[src/rtl/store_unit_pkg.sv]
// Shared definitions for the RV32I store path: funct3 encodings (also used by
// the load path), store FSM states and byte-lane size masks.
package store_unit_pkg;

    localparam logic [2:0] F3_SB = 3'b000;
    localparam logic [2:0] F3_SH = 3'b001;
    localparam logic [2:0] F3_SW = 3'b010;

    localparam logic [3:0] MASK_B = 4'b0001;
    localparam logic [3:0] MASK_H = 4'b0011;
    localparam logic [3:0] MASK_W = 4'b1111;

    typedef enum logic [1:0] {
        ST_IDLE,
        ST_BEAT0,
        ST_BEAT1,
        ST_FIN
    } state_e;

endpackage

[src/rtl/store_lane_align.sv]
// Combinational byte-lane alignment for a store: shifts the size mask and the
// sized data onto an 8-lane (two-word) window starting at the address offset.
module store_lane_align
    import store_unit_pkg::*;
(
    input  logic [2:0]  funct3,
    input  logic [1:0]  off,
    input  logic [31:0] data,
    output logic [7:0]  m8,
    output logic [63:0] d64,
    output logic        crossing,
    output logic        misaligned
);

    logic [3:0]  mask;
    logic [31:0] sized;

    always_comb begin
        // NOTE: every output of this block gets a default first so no latch is inferred.
        mask       = '0;
        sized      = '0;
        misaligned = 1'b0;
        case (funct3)
            F3_SB: begin
                mask  = MASK_B;
                sized = {24'b0, data[7:0]};
            end
            F3_SH: begin
                mask       = MASK_H;
                sized      = {16'b0, data[15:0]};
                misaligned = off[0];
            end
            F3_SW: begin
                mask       = MASK_W;
                sized      = data;
                misaligned = (off != 2'b00);
            end
            default: ;
        endcase
    end

    // Unused upper bits of the source are zeroed above, so disabled lanes stay 0.
    assign m8       = {4'b0, mask} << off;
    assign d64      = {32'b0, sized} << {off, 3'b000};
    assign crossing = |m8[7:4];

endmodule

[src/rtl/store_unit.sv]
// Store unit: aligns SB/SH/SW data to byte lanes and writes it through a
// req/ack memory port. STORE_MISALIGN_SPLIT_EN enables split word-crossing stores.
module store_unit
    import store_unit_pkg::*;
#(
    parameter int ADDR_W = 32
) (
    input  logic              clk,
    input  logic              rst,
    input  logic              st_valid,
    output logic              st_ready,
    input  logic [2:0]        st_funct3,
    input  logic [ADDR_W-1:0] st_addr,
    input  logic [31:0]       st_data,
    output logic              done,
    output logic              fault,
    output logic              mem_req,
    input  logic              mem_ack,
    output logic [ADDR_W-1:0] mem_addr,
    output logic [31:0]       mem_wdata,
    output logic [3:0]        mem_wstrb
);

    state_e            state_q, state_d;
    logic              fault_q, fault_d;
    logic              req_d;
    logic [ADDR_W-1:0] addr_d;
    logic [31:0]       wdata_d;
    logic [3:0]        wstrb_d;

    logic [7:0]        m8;
    logic [63:0]       d64;
    logic              crossing;
    logic              misaligned;
    logic              legal;
    logic              reject;

    store_lane_align u_align (
        .funct3     (st_funct3),
        .off        (st_addr[1:0]),
        .data       (st_data),
        .m8         (m8),
        .d64        (d64),
        .crossing   (crossing),
        .misaligned (misaligned)
    );

    assign legal = st_funct3 inside {F3_SB, F3_SH, F3_SW};

`ifdef STORE_MISALIGN_SPLIT_EN
    // Second-beat strobe/data are captured at accept so BEAT1 needs no realignment.
    logic        cross_q, cross_d;
    logic [3:0]  hi_strb_q, hi_strb_d;
    logic [31:0] hi_data_q, hi_data_d;
    logic        unused_align;
    assign unused_align = misaligned;
    assign reject       = !legal;
`else
    logic        unused_align;
    assign unused_align = ^{crossing, m8[7:4], d64[63:32]};
    assign reject       = !legal || misaligned;
`endif

    assign st_ready = (state_q == ST_IDLE);
    assign done     = (state_q == ST_FIN);
    assign fault    = done && fault_q;

    always_comb begin
        state_d = state_q;
        fault_d = fault_q;
        req_d   = mem_req;
        addr_d  = mem_addr;
        wdata_d = mem_wdata;
        wstrb_d = mem_wstrb;
`ifdef STORE_MISALIGN_SPLIT_EN
        cross_d   = cross_q;
        hi_strb_d = hi_strb_q;
        hi_data_d = hi_data_q;
`endif
        case (state_q)
            ST_IDLE: begin
                if (st_valid) begin
                    if (reject) begin
                        state_d = ST_FIN;
                        fault_d = 1'b1;
                    end else begin
                        state_d = ST_BEAT0;
                        fault_d = 1'b0;
                        req_d   = 1'b1;
                        addr_d  = {st_addr[ADDR_W-1:2], 2'b00};
                        wstrb_d = m8[3:0];
                        wdata_d = d64[31:0];
`ifdef STORE_MISALIGN_SPLIT_EN
                        cross_d   = crossing;
                        hi_strb_d = m8[7:4];
                        hi_data_d = d64[63:32];
`endif
                    end
                end
            end
            ST_BEAT0: begin
                if (mem_ack) begin
`ifdef STORE_MISALIGN_SPLIT_EN
                    if (cross_q) begin
                        state_d = ST_BEAT1;
                        addr_d  = mem_addr + ADDR_W'(4);
                        wstrb_d = hi_strb_q;
                        wdata_d = hi_data_q;
                    end else begin
                        state_d = ST_FIN;
                        req_d   = 1'b0;
                        addr_d  = '0;
                        wstrb_d = '0;
                        wdata_d = '0;
                    end
`else
                    state_d = ST_FIN;
                    req_d   = 1'b0;
                    addr_d  = '0;
                    wstrb_d = '0;
                    wdata_d = '0;
`endif
                end
            end
`ifdef STORE_MISALIGN_SPLIT_EN
            ST_BEAT1: begin
                if (mem_ack) begin
                    state_d = ST_FIN;
                    req_d   = 1'b0;
                    addr_d  = '0;
                    wstrb_d = '0;
                    wdata_d = '0;
                end
            end
`endif
            ST_FIN: begin
                state_d = ST_IDLE;
                fault_d = 1'b0;
            end
            default: state_d = ST_IDLE;
        endcase
    end

    // NOTE: sequential state uses non-blocking assignments so every register updates from pre-edge values.
    always_ff @(posedge clk or negedge rst) begin
        if (!rst) begin
            state_q   <= ST_IDLE;
            fault_q   <= 1'b0;
            mem_req   <= 1'b0;
            mem_addr  <= '0;
            mem_wdata <= '0;
            mem_wstrb <= '0;
`ifdef STORE_MISALIGN_SPLIT_EN
            cross_q   <= 1'b0;
            hi_strb_q <= '0;
            hi_data_q <= '0;
`endif
        end else begin
            state_q   <= state_d;
            fault_q   <= fault_d;
            mem_req   <= req_d;
            mem_addr  <= addr_d;
            mem_wdata <= wdata_d;
            mem_wstrb <= wstrb_d;
`ifdef STORE_MISALIGN_SPLIT_EN
            cross_q   <= cross_d;
            hi_strb_q <= hi_strb_d;
            hi_data_q <= hi_data_d;
`endif
        end
    end

endmodule

[config.mk]
export PLATFORM = sky130hd
export DESIGN_NAME = store_unit
export DESIGN_NICKNAME = d
export VERILOG_FILES = /design/src/rtl/store_unit_pkg.sv /design/src/rtl/store_lane_align.sv /design/src/rtl/store_unit.sv
export SDC_FILE = /design/constraint.sdc
export NUM_CORES = 1
export LEC_CHECK = 0
export CORE_ASPECT_RATIO = 1.2
export CORE_MARGIN = 2
export CORE_UTILIZATION = 25
export CTS_CLUSTER_DIAMETER = 80
export DETAILED_ROUTE_END_ITERATION = 12
export PLACE_DENSITY = 0.54
export SYNTH_ARGS = -nofsm -noshare
export SYNTH_HDL_FRONTEND = slang
export SYNTH_SLANG_ARGS = --single-unit
[constraint.sdc]
create_clock -name clk -period 4.3 [get_ports clk]
set_clock_uncertainty 0.1 [all_clocks]
set_input_delay 0.86 -clock clk [delete_from_list [all_inputs] [get_ports clk]]
set_output_delay 0.86 -clock clk [all_outputs]
set_load 0.02 [all_outputs]
==> impl_metrics.yaml <==
run_status:
  status: "completed"
die:
  dieArea_um2: 13990
  die_y_um: 129.2
  rows: 45
  io_pins: 143
  die_w_um: 108.3
  start_util_pct: 25.64
  fp.coreArea_um2: 12720
final_layout:
  drive_gt1_share_pct: 6.783
  syn2layout_area_growth_pct: 55.21
  final_area_um2: 5065
  diodes: 0
  layout.nets: 524
  fill_cells: 1296
  final_cells: 621
power_and_ir_drop:
  total_power_uw: 2436
  ir_drop_v: 0.0002078
  p_per_area_nw_per_um2: 480.9
  p_leak_uw: 0.002210
drt:
  vias: 2927
  drt_iter0_drc: 184
  drc_errors: 0
  detail-route-antenna-nets: 0
  dr.pass1.iters: 6
  avgRoutedWirePerCell_um: 16.69
  via_per_inst: 4.713
  routed_wl_um: 10360
synthesis:
  synth.area.top_cells: "dfrtp_1 54%, nand2_1 7.5%, nand3_1 6.3%, a22o_1 3.2%, o2bb2ai_1 3.2%"
  synth_top_cell_area_share_pct: 53.68
  synth_cells: 323
  synth_flop_cell: "dfrtp_1"
  ys_ff_latch: 70
  synth_most_common_cell: "dfrtp_1"
  ys_warn_count: 0
  yosysTopAreaCell: "dfrtp_1"
  async_flop_share_pct: 100.0
  synth_edf_count: 0
  ys_types: 41
  syn_area_per_cell_um2: 10.10
  netlist_area_um2: 3263
  seq_area_frac_synth_pct: 53.68
  yosys-top-cells-count: "70 x dfrtp_1, 65 x nand2_1, 41 x nand3_1"
hold_path:
  hold_class: "flop to flop"
timing:
  finalCritPeriodShare_pct: 64.83
  slew_viol_final: 0
  setup_viol: 0
  rsz0062_at_grt: "no"
  fin_tns_setup_ps: 0
  worst_slew_pin_slew_ps: 962.0
  max_freq_ghz: 0.3587
  finalHoldViolations: 0
  relSlewSlack_pct: 35.33
  setup_slack_ps: 1513
  fin_crit_ps: 2787
placement:
  io_buffer_count: 140
  dp_hpwl_um: 7264
  gp_congestion: 0.8018
  dp.cells: 606
  pre_cts_ws_ps: 1135
  placed_area_um2: 4776
grt:
  use_met3_pct: 5.634
  grt_util_met1_pct: 19.26
  overflow: 0
  top_usage_layer: "met2"
  track_usage_pct: 15.01
  antenna_found_initial: 0
  grt_pass1_vias: 2987
  grt_pass1_wl_um: 16160
  grt_use_met2_pct: 23.86
  grt_max_degree: 71
worst_setup_path:
  cp_data_arrival_time_ps: 2950
  end_kind: "flop"
  path_class: "input port to flop"
  reg2reg_slack_ps: 2230
  critical_path_required_ps: 4460
  worst-path-max-fanout: 27
  startpoint_type: "input port"
cts:
  numCtsBuffers: 9
  path_clk_slew_ps: 60
  cts_resized: 0
  cts.sinks: 70
  cts_buffer_depth: 2
  clk_latency_ps: 330
  cts_setup_buffers: 0
  cts_tree: "done"
  cts_hold_buf: 0
  cts-htree-levels: 3
  clockRootBuffer: "clkbuf_16"
flow_run:
  drv_cap: 0
==> cell type report <==
| type | instances | area, um^2 | area share (%) |
|---|---|---|---|
| Sequential cell | 70 | 1752 | 34.58 |
| Clock inverter | 6 | 63.81 | 1.260 |
| Clock buffer | 9 | 225.2 | 4.447 |
| Multi-Input combinational cell | 226 | 1375 | 27.15 |
| Timing Repair Buffer | 146 | 1444 | 28.51 |
| Tap cell | 164 | 205.2 | 4.051 |
==> logic make-up after synthesis <==
kind of cell    after synthesis  share of synthesized area [%]
flops                        70                          53.68
mux                           8                          2.454
xor+xnor                      1                         0.2685
other cells                   1                         0.1149
compound gates               70                          16.72
buf+inv                      28                          4.524
simple gates                145                          22.24
==> power breakdown <==
group / switching [uW] / internal (uW)
logic: 435 / 382
registers: 91.6 / 789
clock network: 293 / 445
==> registers in the layout, indices dropped and copies added (netlist names) <==
| signal | cells |
|---|---|
| mem_req | 1 |
| mem_wstrb | 4 |
| state_q | 2 |
| mem_addr | 30 |
| fault_q | 1 |
| mem_wdata | 32 |
==> cells in the final DEF (no fill, tap or decap), types with 4 or more instances in the layout <==
| cell type | instances |
|---|---|
| nand3b_1 | 6 |
| clkdlybuf4s50_1 | 139 |
| o21ai_1 | 5 |
| o22a_1 | 4 |
| dfrtp_1 | 70 |
| mux2i_1 | 8 |
| nand3_1 | 41 |
| buf_4 | 7 |
| clkbuf_16 | 9 |
| a21oi_1 | 4 |
| o2bb2ai_1 | 12 |
| a222oi_1 | 8 |
| nor2_1 | 9 |
| a22oi_1 | 8 |
| nor2b_1 | 8 |
| nand2_1 | 65 |
| o22ai_1 | 5 |
| a22o_1 | 12 |
| o21ai_0 | 4 |
==> final timing paths <==
path | start | end | cells past startpoint
setup / recovery | st_funct3[0] | mem_wdata[6]$_DFFE_PN0P_ | 6
hold reg to reg | mem_wstrb[2]$_DFFE_PN0P_ | mem_wstrb[2]$_DFFE_PN0P_ | 1
min in group asynchronous | rst | mem_wstrb[2]$_DFFE_PN0P_ | 1
max in group asynchronous | rst | mem_wstrb[1]$_DFFE_PN0P_ | 1
setup reg to reg | state_q[1]$_DFFE_PN0P_ | mem_wdata[6]$_DFFE_PN0P_ | 5
hold / removal | mem_wstrb[2]$_DFFE_PN0P_ | mem_wstrb[2]$_DFFE_PN0P_ | 1
==> routing by layer <==
metal | part of all wire [%] | vias to the layer above
li1 | - | 1419
met1 | 44 | 1379
met2 | 47 | 120
met3 | 8.2 | 9
met4 | 1.0 | 0
met5 | 0 | -
==> critical path, cell delays in order <==
cell             delay, ps
clkdlybuf4s50_1        710
a21oi_1                220
o21ai_4                450
and2_1                 210
buf_4                  300
a22o_1                 200
==> metrics by stage <==
| step | utilization, % | hold WS [ps] |
|---|---|---|
| 6_report | 39.80 | 377.9 |
| 5_1_grt | 39.80 | 410.5 |
| 4_1_cts | 39.80 | 387.0 |
| 3_5_place_dp | 37.53 | 373.8 |
| 3_3_place_gp | 37.53 | 367.2 |
| 2_1_floorplan | - | 406.2 |
(Power assumes the default switching activity.)
